`config.mk`:
```
export PLATFORM = sky130hd
export DESIGN_NAME = hilo_muldiv_unit_flat
export DESIGN_NICKNAME = d
export VERILOG_FILES = /design/src/rtl/hilo_muldiv_if.sv /design/src/rtl/hilo_muldiv_unit.sv /design/src/flat_wrapper.sv
export SDC_FILE = /design/constraint.sdc
export NUM_CORES = 1
export LEC_CHECK = 0
export ABC_AREA = 1
export ABC_CLOCK_PERIOD_IN_PS = 4500
export CORE_MARGIN = 5
export CORE_UTILIZATION = 56
export DETAILED_ROUTE_END_ITERATION = 10
export GPL_ROUTABILITY_DRIVEN = 0
export HOLD_SLACK_MARGIN = 0.12
export PLACE_DENSITY = 0.79
export SYNTH_ARGS = -nofsm -noshare
export SYNTH_HDL_FRONTEND = slang
export SYNTH_SLANG_ARGS = --single-unit
```
`constraint.sdc`:
```
create_clock -name clk -period 4.5 [get_ports clk]
set_input_delay 0.675 -clock clk [delete_from_list [all_inputs] [get_ports clk]]
set_output_delay 0.675 -clock clk [all_outputs]
set_load 0.01 [all_outputs]
```
`src/rtl/hilo_muldiv_if.sv`:
```
// HI/LO unit bundle: forwarding, WB write, engine control and read results.
// master = pipeline/hazard side, slave = HI/LO unit.
interface hilo_muldiv_if #(
    parameter int WIDTH   = 32,
    parameter int NUM_FWD = 2
);
    logic [NUM_FWD-1:0]       fwd_en;
    logic [NUM_FWD*WIDTH-1:0] fwd_hi;
    logic [NUM_FWD*WIDTH-1:0] fwd_lo;
    logic                     wr_hi_en;
    logic                     wr_lo_en;
    logic [WIDTH-1:0]         wr_hi;
    logic [WIDTH-1:0]         wr_lo;
    logic                     start;
    logic [1:0]               op;
    logic [WIDTH-1:0]         src_a;
    logic [WIDTH-1:0]         src_b;
    logic                     flush;
    logic                     rd_req;
    logic [WIDTH-1:0]         hi_out;
    logic [WIDTH-1:0]         lo_out;
    logic                     busy;
    logic                     done;
    logic                     read_stall;

    modport master (
        output fwd_en, fwd_hi, fwd_lo, wr_hi_en, wr_lo_en, wr_hi, wr_lo,
        output start, op, src_a, src_b, flush, rd_req,
        input  hi_out, lo_out, busy, done, read_stall
    );

    modport slave (
        input  fwd_en, fwd_hi, fwd_lo, wr_hi_en, wr_lo_en, wr_hi, wr_lo,
        input  start, op, src_a, src_b, flush, rd_req,
        output hi_out, lo_out, busy, done, read_stall
    );
endinterface

```
`src/rtl/hilo_muldiv_unit.sv`:
```
// HI/LO registers with forwarded reads and a 1-bit/cycle
// MULT/MULTU/DIV/DIVU engine (shift-add multiply, restoring divide).
module hilo_muldiv_unit #(
    parameter int WIDTH   = 32,
    parameter int NUM_FWD = 2
) (
    input  logic         clk,
    input  logic         rst,
    hilo_muldiv_if.slave bus
);
    localparam int CW = $clog2(WIDTH);

    typedef enum logic {S_IDLE, S_RUN} state_e;

    state_e             state_q, state_d;
    logic [CW-1:0]      cnt_q, cnt_d;
    logic               div_q, div_d;
    logic               neg_q, neg_d;
    logic               rneg_q, rneg_d;
    logic [WIDTH-1:0]   mb_q, mb_d;
    logic [WIDTH-1:0]   a_q, a_d;
    logic [2*WIDTH-1:0] acc_q, acc_d;
    logic [WIDTH-1:0]   hi_q, hi_d;
    logic [WIDTH-1:0]   lo_q, lo_d;
    logic               done_q, done_d;

    // operand magnitudes captured at launch
    logic               sgn, a_neg, b_neg;
    logic [WIDTH-1:0]   ma, mb;

    assign sgn   = ~bus.op[0];
    assign a_neg = sgn & bus.src_a[WIDTH-1];
    assign b_neg = sgn & bus.src_b[WIDTH-1];
    assign ma    = a_neg ? -bus.src_a : bus.src_a;
    assign mb    = b_neg ? -bus.src_b : bus.src_b;

    // one iteration of either algorithm on {hi_half, lo_half} of acc
    logic [WIDTH:0]     mul_sum;
    logic [2*WIDTH-1:0] mul_nxt;
    logic [WIDTH:0]     div_sh, div_tr;
    logic               div_ok;
    logic [2*WIDTH-1:0] div_nxt;
    logic [2*WIDTH-1:0] step;

    assign mul_sum = {1'b0, acc_q[2*WIDTH-1:WIDTH]}
                   + {1'b0, (acc_q[0] ? mb_q : {WIDTH{1'b0}})};
    assign mul_nxt = {mul_sum, acc_q[WIDTH-1:1]};
    assign div_sh  = {acc_q[2*WIDTH-1:WIDTH], acc_q[WIDTH-1]};
    assign div_tr  = div_sh - {1'b0, mb_q};
    assign div_ok  = ~div_tr[WIDTH];
    assign div_nxt = {(div_ok ? div_tr[WIDTH-1:0] : div_sh[WIDTH-1:0]),
                      acc_q[WIDTH-2:0], div_ok};
    assign step    = div_q ? div_nxt : mul_nxt;

    logic [2*WIDTH-1:0] prod;
    logic [WIDTH-1:0]   quo, rem;

    assign prod = neg_q ? -step : step;
    assign quo  = neg_q ? -step[WIDTH-1:0] : step[WIDTH-1:0];
    assign rem  = rneg_q ? -step[2*WIDTH-1:WIDTH] : step[2*WIDTH-1:WIDTH];

    always_comb begin
        state_d = state_q;
        cnt_d   = cnt_q;
        div_d   = div_q;
        neg_d   = neg_q;
        rneg_d  = rneg_q;
        mb_d    = mb_q;
        a_d     = a_q;
        acc_d   = acc_q;
        hi_d    = hi_q;
        lo_d    = lo_q;
        done_d  = 1'b0;
        unique case (state_q)
            S_IDLE: begin
                if (bus.start && !bus.flush) begin
                    state_d = S_RUN;
                    cnt_d   = '0;
                    div_d   = bus.op[1];
                    neg_d   = a_neg ^ b_neg;
                    rneg_d  = a_neg & bus.op[1];
                    mb_d    = mb;
                    a_d     = bus.src_a;
                    acc_d   = {{WIDTH{1'b0}}, ma};
                end
            end
            S_RUN: begin
                if (bus.flush) begin
                    state_d = S_IDLE;
                end else begin
                    acc_d = step;
                    cnt_d = cnt_q + CW'(1);
                    if (cnt_q == CW'(WIDTH - 1)) begin
                        state_d = S_IDLE;
                        done_d  = 1'b1;
                        if (!div_q) begin
                            hi_d = prod[2*WIDTH-1:WIDTH];
                            lo_d = prod[WIDTH-1:0];
                        end else if (mb_q == '0) begin
                            hi_d = a_q;
                            lo_d = '1;
                        end else begin
                            hi_d = rem;
                            lo_d = quo;
                        end
                    end
                end
            end
            default: state_d = S_IDLE;
        endcase
        // WB is younger than the engine op, so it overrides
        if (bus.wr_hi_en) hi_d = bus.wr_hi;
        if (bus.wr_lo_en) lo_d = bus.wr_lo;
    end

    always_ff @(posedge clk) begin
        if (rst) begin
            state_q <= S_IDLE;
            cnt_q   <= '0;
            div_q   <= 1'b0;
            neg_q   <= 1'b0;
            rneg_q  <= 1'b0;
            mb_q    <= '0;
            a_q     <= '0;
            acc_q   <= '0;
            hi_q    <= '0;
            lo_q    <= '0;
            done_q  <= 1'b0;
        end else begin
            state_q <= state_d;
            cnt_q   <= cnt_d;
            div_q   <= div_d;
            neg_q   <= neg_d;
            rneg_q  <= rneg_d;
            mb_q    <= mb_d;
            a_q     <= a_d;
            acc_q   <= acc_d;
            hi_q    <= hi_d;
            lo_q    <= lo_d;
            done_q  <= done_d;
        end
    end

    logic [WIDTH-1:0] hi_rd, lo_rd;

    // scan oldest to youngest so the lowest enabled slot wins
    always_comb begin
        hi_rd = bus.wr_hi_en ? bus.wr_hi : hi_q;
        lo_rd = bus.wr_lo_en ? bus.wr_lo : lo_q;
        for (int i = NUM_FWD - 1; i >= 0; i--) begin
            if (bus.fwd_en[i]) begin
                hi_rd = bus.fwd_hi[i*WIDTH +: WIDTH];
                lo_rd = bus.fwd_lo[i*WIDTH +: WIDTH];
            end
        end
    end

    assign bus.hi_out     = hi_rd;
    assign bus.lo_out     = lo_rd;
    assign bus.busy       = (state_q == S_RUN);
    assign bus.done       = done_q;
    assign bus.read_stall = bus.rd_req & (state_q == S_RUN);
endmodule

```
`src/flat_wrapper.sv`:
```
// flat-port wrapper written by rule: the top's interface ports become plain ports
module hilo_muldiv_unit_flat 
#(
    parameter int WIDTH   = 32,
    parameter int NUM_FWD = 2
)
  (clk, rst, bus_fwd_en, bus_fwd_hi, bus_fwd_lo, bus_wr_hi_en, bus_wr_lo_en, bus_wr_hi, bus_wr_lo, bus_start, bus_op, bus_src_a, bus_src_b, bus_flush, bus_rd_req, bus_hi_out, bus_lo_out, bus_busy, bus_done, bus_read_stall);
  hilo_muldiv_if #(.WIDTH(WIDTH), .NUM_FWD(NUM_FWD)) bus_i ();
  input  logic clk;
  input  logic rst;
  input wire logic [$bits(bus_i.fwd_en)-1:0] bus_fwd_en;
  input wire logic [$bits(bus_i.fwd_hi)-1:0] bus_fwd_hi;
  input wire logic [$bits(bus_i.fwd_lo)-1:0] bus_fwd_lo;
  input wire logic [$bits(bus_i.wr_hi_en)-1:0] bus_wr_hi_en;
  input wire logic [$bits(bus_i.wr_lo_en)-1:0] bus_wr_lo_en;
  input wire logic [$bits(bus_i.wr_hi)-1:0] bus_wr_hi;
  input wire logic [$bits(bus_i.wr_lo)-1:0] bus_wr_lo;
  input wire logic [$bits(bus_i.start)-1:0] bus_start;
  input wire logic [$bits(bus_i.op)-1:0] bus_op;
  input wire logic [$bits(bus_i.src_a)-1:0] bus_src_a;
  input wire logic [$bits(bus_i.src_b)-1:0] bus_src_b;
  input wire logic [$bits(bus_i.flush)-1:0] bus_flush;
  input wire logic [$bits(bus_i.rd_req)-1:0] bus_rd_req;
  output wire logic [$bits(bus_i.hi_out)-1:0] bus_hi_out;
  output wire logic [$bits(bus_i.lo_out)-1:0] bus_lo_out;
  output wire logic [$bits(bus_i.busy)-1:0] bus_busy;
  output wire logic [$bits(bus_i.done)-1:0] bus_done;
  output wire logic [$bits(bus_i.read_stall)-1:0] bus_read_stall;
  assign bus_i.fwd_en = bus_fwd_en;
  assign bus_i.fwd_hi = bus_fwd_hi;
  assign bus_i.fwd_lo = bus_fwd_lo;
  assign bus_i.wr_hi_en = bus_wr_hi_en;
  assign bus_i.wr_lo_en = bus_wr_lo_en;
  assign bus_i.wr_hi = bus_wr_hi;
  assign bus_i.wr_lo = bus_wr_lo;
  assign bus_i.start = bus_start;
  assign bus_i.op = bus_op;
  assign bus_i.src_a = bus_src_a;
  assign bus_i.src_b = bus_src_b;
  assign bus_i.flush = bus_flush;
  assign bus_i.rd_req = bus_rd_req;
  assign bus_hi_out = bus_i.hi_out;
  assign bus_lo_out = bus_i.lo_out;
  assign bus_busy = bus_i.busy;
  assign bus_done = bus_i.done;
  assign bus_read_stall = bus_i.read_stall;
  hilo_muldiv_unit #(.WIDTH(WIDTH), .NUM_FWD(NUM_FWD)) u_core (.clk(clk), .rst(rst), .bus(bus_i));
endmodule
```
* Word-level counts from Yosys, hierarchy flattened
Index checks and enable logic that the tools add are counted.
Word-level totals: bits in writable memories 0, memories 0, latch bits 0, bits in registers 202, word-level logic and storage cells 81, input port bits 267, ROM bits 0
Operators by class: reduce and logical (&&, ||, !) cells 12, bitwise gates (word level) 8, mux-type cells 37, shifts and indexed selects 0, $lt $le $gt $ge 0, $mul 0, $add $sub $neg 8, equal/unequal tests 5, div/mod/pow operators 0
Operator list (count):
- 32-bit 2-to-1 mux | 24
- 64-bit 2-to-1 mux | 4
- 32-bit negator | 4
- 64-bit one-hot mux with 2 select lines | 1
- 64-bit negator | 1
- 32-bit by 32-bit adder with 33-bit output | 1
- 33-bit by 32-bit subtractor with 33-bit output | 1
- 32-bit logical NOT | 1
- 5-bit 2-to-1 mux | 2
- 5-bit one-hot mux with 2 select lines | 1
- 2-bit nonzero test | 4
- 2-bit inequality test, second input constant | 3
- 3-bit AND reduction | 2
- 5-bit by 1-bit adder with 5-bit output, second input constant | 1
- 5-bit equality test, second input constant | 1
- 1-bit AND | 4
- 1-bit 2-to-1 mux | 4
- 2-bit AND reduction | 2
- 1-bit inverter | 3
- 3-bit OR reduction | 1
- 2-bit by 1-bit inequality test with 1-bit output, second input constant | 1
- 1-bit one-hot mux with 2 select lines | 1
- 1-bit logical AND | 1
- 1-bit logical NOT | 1
- 1-bit XOR | 1

* Depth between registers and ports, before layout
Gate-level depths: netlist of run 1.
word-level depth 11, depth in mapped cells 37

* Worst setup path before layout of run 1
Ideal clock, no wire load.
path kind register -> register, start register u_core.acc_q[31], end register u_core.hi_q[14], data arrival time 3655 ps, cell stages (with the launch flop) 37, library setup time 119 ps, path slack 726 ps, buffers on the path 0, path through dfxtp_1 -> inv_1 -> ha_1 -> fa_1 -> inv_1 -> nand2_1 -> nand2_1 -> nand3_1 -> nand2_2 -> nand2_1 -> nand2_2 -> nand2_4 -> nand2_4 -> nand2_4 -> nand3_2 -> nand2_2 -> inv_1 -> ha_1 -> inv_1 -> nor2_1 -> inv_1 -> nor2_2 -> nand4_1 -> nor2_1 -> inv_1 -> nor2_2 -> inv_1 -> nor4_4 -> nand2_2 -> nand2_2 -> nand2_2 -> inv_2 -> nand2_1 -> a31oi_1 -> nand2_1 -> nand2_1 -> a21oi_1
On the way: longest elaborated chain between the ends 11, elaborated cells between the ends (all ways) 14
Ends and longest elaborated chain:
- start: declaration | line hilo_muldiv_unit.sv:22 | logic [2*WIDTH-1:0] acc_q, acc_d;
- start signal: assignment | line hilo_muldiv_unit.sv:125 | acc_q <= '0;
- start signal: assignment | line hilo_muldiv_unit.sv:137 | acc_q <= acc_d;
- 33-bit by 32-bit subtractor with 33-bit output | line hilo_muldiv_unit.sv:49 | assign div_tr = div_sh - {1'b0, mb_q};
- 32-bit 2-to-1 mux | line hilo_muldiv_unit.sv:51 | assign div_nxt = {(div_ok ? div_tr[WIDTH-1:0] : div_sh[WIDTH-1:0]),
- 64-bit 2-to-1 mux * | line hilo_muldiv_unit.sv:53 | assign step = div_q ? div_nxt : mul_nxt;
- 32-bit negator | line hilo_muldiv_unit.sv:60 | assign rem = rneg_q ? -step[2*WIDTH-1:WIDTH] : step[2*WIDTH-1:WIDTH];
- 32-bit 2-to-1 mux | line hilo_muldiv_unit.sv:60
- 32-bit 2-to-1 mux | line hilo_muldiv_unit.sv:99 | end else if (mb_q == '0) begin
- 32-bit 2-to-1 mux * | line hilo_muldiv_unit.sv:96 | if (!div_q) begin
- 32-bit 2-to-1 mux * | line hilo_muldiv_unit.sv:93 | if (cnt_q == CW'(WIDTH - 1)) begin
- 32-bit 2-to-1 mux * | line hilo_muldiv_unit.sv:88 | if (bus.flush) begin
- 32-bit 2-to-1 mux * | line hilo_muldiv_unit.sv:74 | unique case (state_q)
- 32-bit 2-to-1 mux * | line hilo_muldiv_unit.sv:112 | if (bus.wr_hi_en) hi_d = bus.wr_hi;
- end signal: assignment | line hilo_muldiv_unit.sv:138 | hi_q <= hi_d;
- end: declaration | line hilo_muldiv_unit.sv:23 | logic [WIDTH-1:0] hi_q, hi_d;
Mark *: on every way between the ends. The rest lies on a longest branch, timed or not. The select of a mux whose other input is x is not followed. A chain may end at the register's enable or synchronous reset.

* Final worst setup path of run 1
start register u_core.acc_q[31], end register u_core.hi_q[24]
The elaborated chain is that of the path after synthesis.

==> results of run 1 <==
-- cells by family after synthesis --
| group | synth area share |
|---|---|
| AND/OR/NAND/NOR | 0.394 |
| AO/OA/AOI/OAI | 0.222 |
| buffers and inverters | 0.118 |
| flip-flops | 0.193 |
| adder cells (fa/ha/maj) | 0.0436 |
| XOR/XNOR | 0.0296 |
-- layout make-up --
cell class,count,share of cell area
Multi-Input combinational cell,2963,0.564
Sequential cell,202,0.157
Timing Repair Buffer,427,0.156
Inverter,466,0.0679
Clock buffer,31,0.0267
Tap cell,474,0.0230
Clock inverter,15,0.00490
-- synthesized netlist by cell type (16+ instances only) --
cell type  number  area, µm²
nor2_1        325       1220
a221oi_1       17        149
a21oi_1       472       2360
nor2_2         20        125
nor3_1         39        195
inv_1         449       1690
clkbuf_1      133        499
nand3b_1       19        143
buf_1          16       60.1
nand4_1        25        156
o21ai_0       306       1530
nand2_1      1169       4390
nand3_1       235       1180
xor2_1         40        350
nand2_2        45        282
ha_1           70        876
dfxtp_1       202       4040
xnor2_1        31        272
-- worst max-delay path by stage --
stage	endpoint	slack, ns	from	cells past startpoint
2_1_floorplan	u_core.hi_q[14]$_SDFFE_PP0P_	0.73	u_core.acc_q[31]$_SDFFE_PP0P_	36
3_5_place_dp	u_core.hi_q[30]$_SDFFE_PP0P_	0.22	u_core.acc_q[31]$_SDFFE_PP0P_	37
6_report	u_core.hi_q[24]$_SDFFE_PP0P_	0.29	u_core.acc_q[31]$_SDFFE_PP0P_	34
5_1_grt	u_core.hi_q[18]$_SDFFE_PP0P_	-0.03	u_core.acc_q[31]$_SDFFE_PP0P_	35
4_1_cts	u_core.hi_q[30]$_SDFFE_PP0P_	0.21	u_core.acc_q[31]$_SDFFE_PP0P_	37
3_3_place_gp	u_core.hi_q[14]$_SDFFE_PP0P_	0.35	u_core.acc_q[31]$_SDFFE_PP0P_	36
-- per-layer routing --
| metal | global-route usage | vias to the layer above |
|---|---|---|
| li1 | - | 12871 |
| met1 | 0.560 | 11856 |
| met2 | 0.560 | 1760 |
| met3 | 0.148 | 245 |
| met4 | 0.107 | 4 |
| met5 | 0 | - |
-- critical path: cells and delay by family, from the launching register on --
family          cells  cell delay [ns]
compound gates      2             0.38
fa+ha+maj           3             0.73
buf+inv             6             0.52
flops               1             0.33
simple gates       23             2.18
-- state kept, by name, summed over array words and instances (netlist names) --
name and count:
u_core.acc_q 64, u_core.a_q 32, u_core.hi_q 32, u_core.lo_q 32, u_core.mb_q 32, u_core.cnt_q 5, u_core.bus.busy 1, u_core.bus.done 1
u_core.div_q 1, u_core.neg_q 1, u_core.rneg_q 1
-- stage by stage --
step | hold slack (ns) | instances | setup WS (ns) | utilization | setup TNS, ns
floorplan | 0.425 | 3803 | 0.726 | - | 0
global placement | 0.440 | 4525 | 0.355 | 0.666 | 0
detailed placement | 0.449 | 4525 | 0.216 | 0.666 | 0
CTS | 0.457 | 4571 | 0.208 | 0.688 | 0
global route | 0.476 | 4578 | -0.0271 | 0.691 | -0.0723
finish | 0.463 | 4578 | 0.294 | 0.691 | 0
-- layout by cell type (no fill, tap or decap), types with 6 or more instances in the layout --
cell type / count
a21oi_1: 471
a21oi_2: 6
a221oi_1: 17
a31oi_1: 9
buf_4: 93
clkbuf_16: 25
clkdlybuf4s50_1: 330
clkinv_2: 8
dfxtp_1: 198
ha_1: 69
inv_1: 445
inv_2: 16
nand2_1: 1166
nand2_2: 48
nand2_4: 8
nand3_1: 234
nand3_2: 14
nand3b_1: 19
nand4_1: 25
nor2_1: 319
nor2_2: 22
nor2_4: 9
nor3_1: 39
nor4_1: 15
o211ai_1: 13
o21ai_0: 306
o21ai_1: 14
o21ai_2: 11
o21bai_1: 6
or2_2: 10
xnor2_1: 31
xor2_1: 40
-- what timing repair did --
item / 4_1_cts / 5_1_grt
buffers inserted: 0 / 7
resized for setup: 0 / 20
setup endpoints to repair: 0 / 19
endpoints found under the hold margin: 0 / 0
-- where the power goes --
group	leakage (nW)	switching [mW]	internal [mW]
Combinational	10.5	1.31	0.813
Sequential	1.66	0.0734	1.90
Clock	0.399	0.888	1.15
==> metrics.txt, run 1 <==
post-synthesis cell type count 57; initial antenna violation count 2; Core Footprint approximately 0.037 mm²; Layout area overhead 22.8%; Rows between 70 and 80; CP Launch Type register; clock-pin slew on the worst setup and hold paths 0.06 ns; drt wl/cell roughly 19 µm; top_reg_cell synth dfxtp_1; Hold Fails Final Rpt 0; crit path capture type register; number of I/O pins 334; CTS tree done; vias approximately 27k; status finished clean; HP Start u_core.a_q[6]$_SDFFE_PP0P_; die area around 0.041 mm²; I/O Buffers ~330; metal2 WL between 30,000 and 40,000 µm; Max Cap Violations 0; crit path kind reg2reg; CP dominant cell by count nand3_1; hold-fix buffers at CTS 0; fin crit share 0.935; Setup-failing EPs final 0; initial core utilization 0.563; synthesis-stage register bit count just over 200; Clock Latency Late Sink about 0.57 ns; cell area after placement roughly 0.025 mm²; initial DRC count between 3k and 4k; Pwr Total slightly above 6 mW; Worst EP required 4.99 ns; die span in x 204 µm; sequential area share after synthesis 0.193; drt drc 0; global route overflow 0; Critical-path top delay cell fa_2; Syn Std Cell Area 0.0210 mm²; leakage power between 10 and 15 nW; Mapped Avg Cell Area about 5.5 µm²; skew final 0.0263 ns; # H-tree levels 1; diodes inserted 0; sequential cell area 0.00405 mm²; CP max stage delay roughly 0.40 ns; max-slew violations 0; filler cell count approximately 3.5k; number of flops mapped to enable cells by yosys 0; min-delay worst type reg2reg; Slew Limit Headroom 0.222; Pwr Density approximately 240 mW/mm²; First-pass DRT Iterations 7; Design Area, Final 0.0258 mm²; first-pass GRT wire length 132,000 µm; clk buf depth 3; Post-synth ARST share 0; CP Max Fanout 7; pin count of the biggest net entering global routing 95; min cycle time layout ~4.2 ns; reg2reg start u_core.acc_q[31]$_SDFFE_PP0P_; Num CTS Buffers 25; WP data arrival ~4.7 ns; Mapped Cells roughly 3.8k; remaining antenna violation count 0; Hold EP u_core.a_q[6]$_SDFFE_PP0P_; RR Endpoint u_core.hi_q[24]$_SDFFE_PP0P_; worst vdd ir approximately 260 µV; DR top layer met5; Total GRT Usage 0.394; Root Buffer clkbuf_16; reg-to-reg setup timing slack 0.29 ns; die height around 200 µm; Hold Path Stages 2; Final Net Count 4,424; vias in the first global route between 20k and 25k; maximum clock rate 0.238 GHz; Clock Sinks slightly above 200; Syn. warnings 0; DR WL met3 13,800 µm; r2r worst-path depth 34; DRT Wirelength between 80,000 and 90,000 µm; Detail Placement HPWL 67,700 µm; multi-input combinational cell area 0.0145 mm²; DR vias/cell just under 6; met1 wire length approximately 35,000 µm; worst slew pin tran ~1.2 ns; layout cells sized above 1 0.0736; syn nets 4,142
(Power assumes the default switching activity.)
==> inputs of run 2 (changes only) <==
--- a/config.mk
+++ b/config.mk
@@ -6,9 +6,9 @@
 export NUM_CORES = 1
 export LEC_CHECK = 0
 export ABC_AREA = 1
-export ABC_CLOCK_PERIOD_IN_PS = 4500
 export CORE_MARGIN = 5
 export CORE_UTILIZATION = 56
+export CTS_BUF_LIST = sky130_fd_sc_hd__clkbuf_16
 export DETAILED_ROUTE_END_ITERATION = 10
 export GPL_ROUTABILITY_DRIVEN = 0
 export HOLD_SLACK_MARGIN = 0.12
==> metrics.txt, run 2 (synthesis results as in run 1) <==
drt wl/cell 18.8 µm (-0.25%); Detail Placement HPWL 67,700 µm (unchanged); metal2 WL 34,500 µm (about the same); min cycle time layout 4.27 ns (+0.0633 ns); Critical-path top delay cell nor3_2; Num CTS Buffers 25 (unchanged); worst slew pin tran 1.17 ns (+0.000943 ns); crit path capture type register; CP Launch Type register; # H-tree levels 1 (unchanged); Pwr Total 6.05 mW (-1.3%); worst vdd ir 262 µV (-0.74%); Max Cap Violations 0 (unchanged); die area 0.0415 mm² (unchanged); maximum clock rate 0.234 GHz (-1.5%); die height 204 µm (unchanged); global route overflow 0 (unchanged); Worst EP required 4.99 ns (about the same); Clock Sinks 202 (unchanged); CP Max Fanout 6 (-1); First-pass DRT Iterations 7 (unchanged); Design Area, Final 0.0257 mm² (-0.23%); min-delay worst type reg2reg; max-slew violations 0 (unchanged); Root Buffer clkbuf_16; Core Util, Final 0.690 (-0.00161); fin crit share 0.949 (+0.0141); Layout area overhead 22.5%; Final Net Count 4,423 (-0.023%); I/O Buffers 333 (unchanged); CTS tree done; Pwr Density 235 mW/mm² (-1.1%); status finished clean; leakage power 12.5 nW (-0.14%); initial DRC count 3,794 (+1.1%); CP max stage delay 0.51 ns (+0.11 ns); most common cell after layout, fill and taps aside nand2_1; max FFs per register 64 (unchanged); met1 wire length 35,100 µm (-0.76%); initial core utilization 0.563 (unchanged); Final WS setup 0.231 ns (-0.0633 ns); crit path kind reg2reg; Total GRT Usage 0.394 (about the same); DR top layer met5; cell area after placement 0.0249 mm² (unchanged); Core Footprint 0.0373 mm² (unchanged); pre-CTS setup slack 0.216 ns (unchanged); DRT Wirelength 86,200 µm (-0.27%); layout cells sized above 1 0.0719 (-0.00169); Hold Fails Final Rpt 0 (unchanged); most frequent cells in the layout nand2_1, a21oi_1, inv_1, clkdlybuf4s50_1, nor2_1; DR vias/cell 5.86 (+0.27%); first-pass GRT wire length 132,000 µm (about the same); Rows 71 (unchanged); Setup-failing EPs final 0 (unchanged); Largest Register u_core.acc_q; initial antenna violation count 2 (unchanged); WP data arrival 4.76 ns (+0.06 ns); skew final 0.0209 ns (-0.00547 ns); setup TNS 0 ns (unchanged); pin count of the biggest net entering global routing 95 (unchanged); vias in the first global route 23.8k (-0.093%); CP dominant cell by count nand2_1; DR WL met3 13,900 µm (+0.65%); Slew Limit Headroom 0.221 (-0.000628); diodes inserted 0 (unchanged); drt drc 0 (unchanged); number of I/O pins 334 (unchanged); remaining antenna violation count 0 (unchanged); vias 26.8k (+0.25%); clock-pin slew on the worst setup and hold paths 0.07 ns (about the same); die span in x 204 µm (unchanged); Clock Latency Late Sink 0.56 ns (about the same); clk buf depth 3 (unchanged)
[run 2: cell count changes in the layout (fill, tap and decap cells not counted), moves of 2 or more]
| cell | previous run | this run |
|---|---|---|
| inv_1 | 445 | 447 |
| clkbuf_1 | 2 | 0 |
| clkinv_1 | 3 | 7 |
| clkbuf_8 | 4 | 0 |
[run 2: routing by layer]
metal / vias up / global-route usage
li1: 12879 / -
met1: 11894 / 0.559
met2: 1782 / 0.560
met3: 243 / 0.148
met4: 4 / 0.105
met5: - / 0
[run 2: layout make-up]
cell class	instances	area, µm²
Sequential cell	202	4050
Multi-Input combinational cell	2963	14500
Clock buffer	25	626
Clock inverter	21	149
Timing Repair Buffer	426	4030
Inverter	466	1750
Tap cell	474	593
Fill cell	3572	11600
[run 2: what timing repair did]
item | 4_1_cts | 5_1_grt
hold buffers | 0 | 0
endpoints found under the hold margin | 0 | 0
buffers inserted | 0 | 6
resized for setup | 0 | 18
endpoints found under the setup margin | 0 | 19
[run 2: metrics by stage]
stage | instances | hold slack, ns
after detailed placement | 4525 | 0.449
after CTS | 4571 | 0.457
after floorplan | 3803 | 0.425
after global routing | 4577 | 0.476
final | 4577 | 0.457
after global placement | 4525 | 0.440
[run 2: critical path, delay by kind of cell (launching register included)]
kind                     cells  cell delay, ns
buffers and inverters        3            0.49
AO/OA/AOI/OAI                2            0.38
flip-flops                   1            0.48
adder cells (fa/ha/maj)      1            0.34
AND/OR/NAND/NOR             19            2.48
[run 2: worst paths after layout]
kind,start,end,slack [ns],cells past startpoint
hold reg to reg,u_core.a_q[6]$_SDFFE_PP0P_,u_core.a_q[6]$_SDFFE_PP0P_,0.46,2
setup / recovery,u_core.acc_q[49]$_SDFFE_PP0P_,u_core.hi_q[31]$_SDFFE_PP0P_,0.23,25
hold / removal,u_core.a_q[6]$_SDFFE_PP0P_,u_core.a_q[6]$_SDFFE_PP0P_,0.46,2
setup reg to reg,u_core.acc_q[49]$_SDFFE_PP0P_,u_core.hi_q[31]$_SDFFE_PP0P_,0.23,25
[run 2: power breakdown]
part	leakage [nW]	internal, mW	switching, mW
clock network	0.385	1.08	0.890
registers	1.66	1.90	0.0735
logic	10.5	0.810	1.31
total	12.5	3.78	2.27
